$ cat src/rtl/psum_requant_drain.sv
// Psum drain: adds bias, applies ReLU, requantizes (12,5) to (8,3) with rounding and saturation,
// then buffers results in a small FIFO toward activation writeback. Also counts saturation events.
module psum_requant_drain #(
  parameter int unsigned PSUM_DATA_SIZE = 12,
  parameter int unsigned PSUM_FRAC      = 5,
  parameter int unsigned ACT_DATA_SIZE  = 8,
  parameter int unsigned ACT_FRAC       = 3,
  parameter int unsigned FIFO_DEPTH     = 4,
  parameter int unsigned SAT_CNT_W      = 16
) (
  input  logic                      clk,
  input  logic                      rst,
  input  logic                      in_valid,
  output logic                      in_ready,
  input  logic [PSUM_DATA_SIZE-1:0] in_psum,
  input  logic [PSUM_DATA_SIZE-1:0] in_bias,
  input  logic                      relu_en,
  output logic                      out_valid,
  input  logic                      out_ready,
  output logic [ACT_DATA_SIZE-1:0]  out_act,
  input  logic                      sat_clr,
  output logic [SAT_CNT_W-1:0]      sat_count
);

  localparam int unsigned SH = PSUM_FRAC - ACT_FRAC;
  localparam int unsigned SW = PSUM_DATA_SIZE + 1;
  localparam int unsigned AW = $clog2(FIFO_DEPTH);
  localparam int unsigned CW = AW + 1;

  localparam logic signed [SW-1:0] B_MAX = SW'((2 ** (PSUM_DATA_SIZE - 1)) - 1);
  localparam logic signed [SW-1:0] B_MIN = ~B_MAX;
  localparam logic signed [SW-1:0] A_MAX = SW'((2 ** (ACT_DATA_SIZE - 1)) - 1);
  localparam logic signed [SW-1:0] A_MIN = ~A_MAX;
  localparam logic signed [SW-1:0] RND   = SW'(2 ** (SH - 1));

  logic                             s1_valid;
  logic signed [PSUM_DATA_SIZE-1:0] s1_b;
  logic                             s1_sat;
  logic                             s2_valid;
  logic [ACT_DATA_SIZE-1:0]         s2_act;
  logic                             s2_sat;

  logic [ACT_DATA_SIZE-1:0] mem [FIFO_DEPTH];
  logic [AW-1:0]            wr_ptr;
  logic [AW-1:0]            rd_ptr;
  logic [CW-1:0]            count;

  logic                             in_fire_c;
  logic                             push_c;
  logic                             pop_c;
  logic [CW-1:0]                    occ_c;
  logic signed [SW-1:0]             sum_c;
  logic signed [PSUM_DATA_SIZE-1:0] bsat_c;
  logic                             s1_sat_c;
  logic signed [SW-1:0]             relu_c;
  logic signed [SW-1:0]             rnd_c;
  logic [ACT_DATA_SIZE-1:0]         act_c;
  logic                             s2_clamp_c;

  // Occupancy counts in-flight stages so accepted samples always have a FIFO slot.
  assign occ_c     = count + CW'(s1_valid) + CW'(s2_valid);
  assign in_ready  = (occ_c < CW'(FIFO_DEPTH));
  assign in_fire_c = in_valid && in_ready;
  assign out_valid = (count != '0);
  assign out_act   = out_valid ? mem[rd_ptr] : '0;
  assign push_c    = s2_valid;
  assign pop_c     = out_valid && out_ready;

  // Bias add at one extra bit, clamped back to psum range.
  always_comb begin
    sum_c    = SW'($signed(in_psum)) + SW'($signed(in_bias));
    bsat_c   = sum_c[PSUM_DATA_SIZE-1:0];
    s1_sat_c = 1'b0;
    if (sum_c > B_MAX) begin
      bsat_c   = B_MAX[PSUM_DATA_SIZE-1:0];
      s1_sat_c = 1'b1;
    end else if (sum_c < B_MIN) begin
      bsat_c   = B_MIN[PSUM_DATA_SIZE-1:0];
      s1_sat_c = 1'b1;
    end
  end

  // ReLU, round half up, then narrow to activation range.
  always_comb begin
    relu_c = SW'(s1_b);
    if (relu_en && s1_b[PSUM_DATA_SIZE-1]) begin
      relu_c = '0;
    end
    rnd_c      = (relu_c + RND) >>> SH;
    act_c      = rnd_c[ACT_DATA_SIZE-1:0];
    s2_clamp_c = 1'b0;
    if (rnd_c > A_MAX) begin
      act_c      = A_MAX[ACT_DATA_SIZE-1:0];
      s2_clamp_c = 1'b1;
    end else if (rnd_c < A_MIN) begin
      act_c      = A_MIN[ACT_DATA_SIZE-1:0];
      s2_clamp_c = 1'b1;
    end
  end

  always_ff @(posedge clk or posedge rst) begin
    if (rst) begin
      s1_valid <= 1'b0;
      s1_b     <= '0;
      s1_sat   <= 1'b0;
      s2_valid <= 1'b0;
      s2_act   <= '0;
      s2_sat   <= 1'b0;
    end else begin
      s1_valid <= in_fire_c;
      if (in_fire_c) begin
        s1_b   <= bsat_c;
        s1_sat <= s1_sat_c;
      end
      s2_valid <= s1_valid;
      if (s1_valid) begin
        s2_act <= act_c;
        s2_sat <= s1_sat | s2_clamp_c;
      end
    end
  end

  always_ff @(posedge clk) begin
    if (push_c) begin
      mem[wr_ptr] <= s2_act;
    end
  end

  // FIFO pointers and count; simultaneous push and pop leave count unchanged.
  always_ff @(posedge clk or posedge rst) begin
    if (rst) begin
      wr_ptr <= '0;
      rd_ptr <= '0;
      count  <= '0;
    end else begin
      if (push_c) begin
        wr_ptr <= wr_ptr + AW'(1);
      end
      if (pop_c) begin
        rd_ptr <= rd_ptr + AW'(1);
      end
      if (push_c && !pop_c) begin
        count <= count + CW'(1);
      end else if (!push_c && pop_c) begin
        count <= count - CW'(1);
      end
    end
  end

  // Sticky saturation counter; clear wins over a same-cycle increment.
  always_ff @(posedge clk or posedge rst) begin
    if (rst) begin
      sat_count <= '0;
    end else if (sat_clr) begin
      sat_count <= '0;
    end else if (push_c && s2_sat && (sat_count != '1)) begin
      sat_count <= sat_count + SAT_CNT_W'(1);
    end
  end

endmodule
$ cat config.mk
export PLATFORM = sky130hd
export DESIGN_NAME = psum_requant_drain
export DESIGN_NICKNAME = d
export VERILOG_FILES = /design/src/rtl/psum_requant_drain.sv
export SDC_FILE = /design/constraint.sdc
export NUM_CORES = 1
export LEC_CHECK = 0
export BUFFER_PORTS_ARGS = -buffer_cell sky130_fd_sc_hd__buf_4
export CORE_MARGIN = 2
export CORE_UTILIZATION = 53
export CTS_CLUSTER_DIAMETER = 30
export DETAILED_ROUTE_END_ITERATION = 12
export GPL_TIMING_DRIVEN = 0
export PLACE_DENSITY = 0.77
export RECOVER_POWER = 25
export SYNTH_ARGS = -nofsm -noshare
export SYNTH_HDL_FRONTEND = slang
export SYNTH_SLANG_ARGS = --single-unit
$ cat constraint.sdc
create_clock -name clk -period 2.2 [get_ports clk]
set_input_delay 0.44 -clock clk [delete_from_list [all_inputs] [get_ports clk]]
set_output_delay 0.44 -clock clk [all_outputs]
set_load 0.01 [all_outputs]
==> results_dict.tcl <==
set metrics [dict create \
    pwr-share-clk_pct 16.2 \
    power.internal_mw 3.788 \
    p_comb_share_pct 44.7 \
    async_flop_share_pct 58.97 \
    finalCritPeriodShare_pct 100.9 \
    cap_violations 0 \
    routedWlPerCell_um 15.19 \
    dr.max_layer_used "met4" \
    max-vdd-ir-drop_uv 430.8 \
    p_per_area_nw_per_um2 1111 \
    die_area_um2 8974 \
    synth_area_um2 4363 \
    setup_viol 5 \
    h-tree-depth 3 \
    grt_pass1_wl_mm 14.67 \
    cts_tree "built" \
    multiInputGateArea_um2 2328 \
    synthMostInstantiatedCell "dfrtp_1" \
    holdPathEnd "rd_ptr[0]" \
    drt-initial-drc-count 157 \
    required_ns 2.43 \
    clock_latency_ns 0.35 \
    yosysTopAreaCellShare_pct 26.38 \
    finalHoldViolCount 0 \
    endpoint_kind "flop" \
    first_pass_iters 4 \
    ys.flop_type "dfrtp_1" \
    tightest_slew_ns 1.000 \
    fp.dieH_um 94.73 \
    rrSetupSlack_ns -0.02 \
    r2r-end "s2_act[3]" \
    avgSynthCellArea_um2 11.07 \
    antenna_left 0 \
    syn2layout_area_growth_pct 24.12 \
    grtUsageTotal_pct 20.77 \
    place_area_um2 5001 \
    coreArea_um2 8093 \
    power_frac_seq_pct 39.1 \
    postLayoutCellArea_um2 5415 \
    ys_types 66 \
    cp.arrival_ns 2.45 \
    violations "negative setup slack" \
    clkSinkCount 78 \
    wl_met1_mm 3.760 \
    reg2reg_depth 9 \
    synth_edf_count 32 \
    synth_area_leaders "dfrtp_1, edfxtp_1, ha_1, mux4_2, xor2_1" \
    nets 526 \
    slew_headroom_pct 33.33 \
    grt_pass1_vias 3201 \
    hp-class "input port to flop" \
    num_rows 33 \
    clockRootBuffer "clkbuf_8" \
    critPathKind "flop to flop" \
    cts_made_buffers 9 \
    grt_max_degree 42 \
    dr_wl_met3_um 331 \
    critPathMaxFanout 4 \
    syn_nets 446 \
    via_per_inst 5.618 \
    port_buffers 54 \
    ys_seq_area_share_pct 48.41 \
    reg2reg_from "s1_b[11]" \
    ys_ff_latch 78 \
    slew_violations 0 \
    hp-start "out_ready" \
    power.switching_mw 2.227 \
    ys_top_cells_by_count "dfrtp_1, nor2_1, edfxtp_1" \
    rsz0062_at_grt "true" \
    clock_skew_ns 0.009932 \
    start_kind "flop" \
    netlist_instances 394 \
    die_w_um 94.73 \
    min_path_cells 3 \
    yosys_warnings 0 \
    clk_pin_slew_worst_paths_ns 0.08 \
    outcome "finished, violations left" \
    yosysTopAreaCell "dfrtp_1" \
    register_area_um2 2116 \
    post-dp-hpwl_mm 6.245 \
    overflow 0 \
    vias 3281 \
    wl_met2_mm 4.625 \
    start_util_pct 53.91 \
    setup_slack_ns -0.01940 \
    fill_cells 617 \
    drive_gt1_share_pct 30.90 \
    final.min_clock_period_ns 2.219 \
    antenna_found_initial 0 \
    boundaryPins 56 \
    cts_max_path_buffers 2 \
    dp_slack_ns -0.3312 \
    total_leakage_power_nw 2.231 \
    gp_congestion 0.9113 \
    fmax_ghz 0.4506 \
    antenna_cells 0 \
    drcViolationCount 0 \
    switching_share_pct 37.03 \
    routed_wl_mm 8.872 \
]
==> state kept, by name (all words and copies together) (netlist names) <==
register / flops
s2_sat: 1
s2_act: 8
s1_sat: 1
s1_valid: 1
push_c: 1
rd_ptr: 2
wr_ptr: 2
s1_b: 11
count: 3
sat_count: 16
mem: 32
==> placed cells by master (no fill, tap or decap), types with 4 or more instances in the layout <==
cell type and instances:
edfxtp_1 32, nand3_1 16, buf_4 67, ha_1 15, o21ai_0 10, or3_1 6
ha_4 4, dfrtp_1 43, xor2_1 19, nand2_1 23, nor3_1 4, nor3b_1 4
a21oi_1 19, and2_1 16, nor2b_1 6, clkbuf_1 6, inv_1 13, mux4_2 8
nor2_1 40, clkbuf_8 9, xnor2_1 9, a21o_1 4, and3_1 5, nand4_1 7
==> timing repair <==
action                                 4_1_cts  5_1_grt
setup buffers                                7        8
resized for setup                           13       20
cloned                                       0        0
pin swaps                                    8        8
endpoints found under the hold margin        5        0
hold buffers                                 1        0
setup endpoints to repair                   25       32
==> through the flow <==
stage	cells	power [mW]	setup TNS (ns)	util [%]	hold slack [ns]
4_1_cts	577	5.837	-0.2699	65.34	0.3845
3_5_place_dp	554	4.708	-5.788	61.80	0.3539
6_report	584	6.015	-0.06709	66.91	0.3695
3_3_place_gp	553	4.605	-5.136	61.55	0.4945
5_1_grt	584	6.446	-0.7553	66.91	0.3661
2_1_floorplan	394	3.995	-0.002797	-	0.4482
==> cells by family after synthesis <==
logic type      after synthesis  synth area share, %
simple gates                151                18.35
flops                        78                48.41
compound gates               76                13.25
xor+xnor                     29                5.822
buf+inv                      27                2.638
fa+ha+maj                    22                6.653
mux                          11                4.875
==> how the worst max path moves through the flow <==
stage                          start   endpoint  depth (start not counted)
after global routing        s1_b[11]  s2_act[1]                         10
after global placement    in_psum[8]    s1_b[2]                          8
after detailed placement     relu_en  s2_act[4]                         12
after floorplan           in_psum[0]    s1_b[3]                          9
final                       s1_b[11]  s2_act[3]                          9
after CTS                   s1_b[11]  s2_act[2]                         11
==> power by group through the flow <==
stage / sequential (mW) / clock [mW] / combinational, mW
finish: 2.35 / 0.973 / 2.69
CTS: 2.36 / 0.988 / 2.49
floorplan: 2.24 / 0 / 1.75
detailed placement: 2.35 / 0 / 2.36
global route: 2.42 / 1.05 / 2.97
global placement: 2.31 / 0 / 2.30
==> layer usage <==
layer  vias up  GRT usage [%]
li1       1599              -
met1      1578          25.01
met2        88          36.70
met3        16          3.831
met4         0          8.333
met5         -              0
==> worst max-delay path, cell delays in order (launching register included) <==
cell and delay (ns):
dfrtp_2 0.44, nand2_4 0.09, and2_4 0.15, ha_4 0.16, and3_4 0.18, nand4_1 0.15, a32o_2 0.35, a21o_1 0.22
nand3_1 0.23, o22ai_1 0.13
==> layout make-up <==
class                           instances  area share, %
Buffer                                 11          1.409
Clock buffer                            9          2.287
Clock inverter                          7          1.063
Inverter                               14         0.9704
Multi-Input combinational cell        289          43.00
Sequential cell                        78          39.07
Tap cell                              105          2.426
Timing Repair Buffer                   71          9.774
No activity file was read; power rests on OpenSTA's default activity.
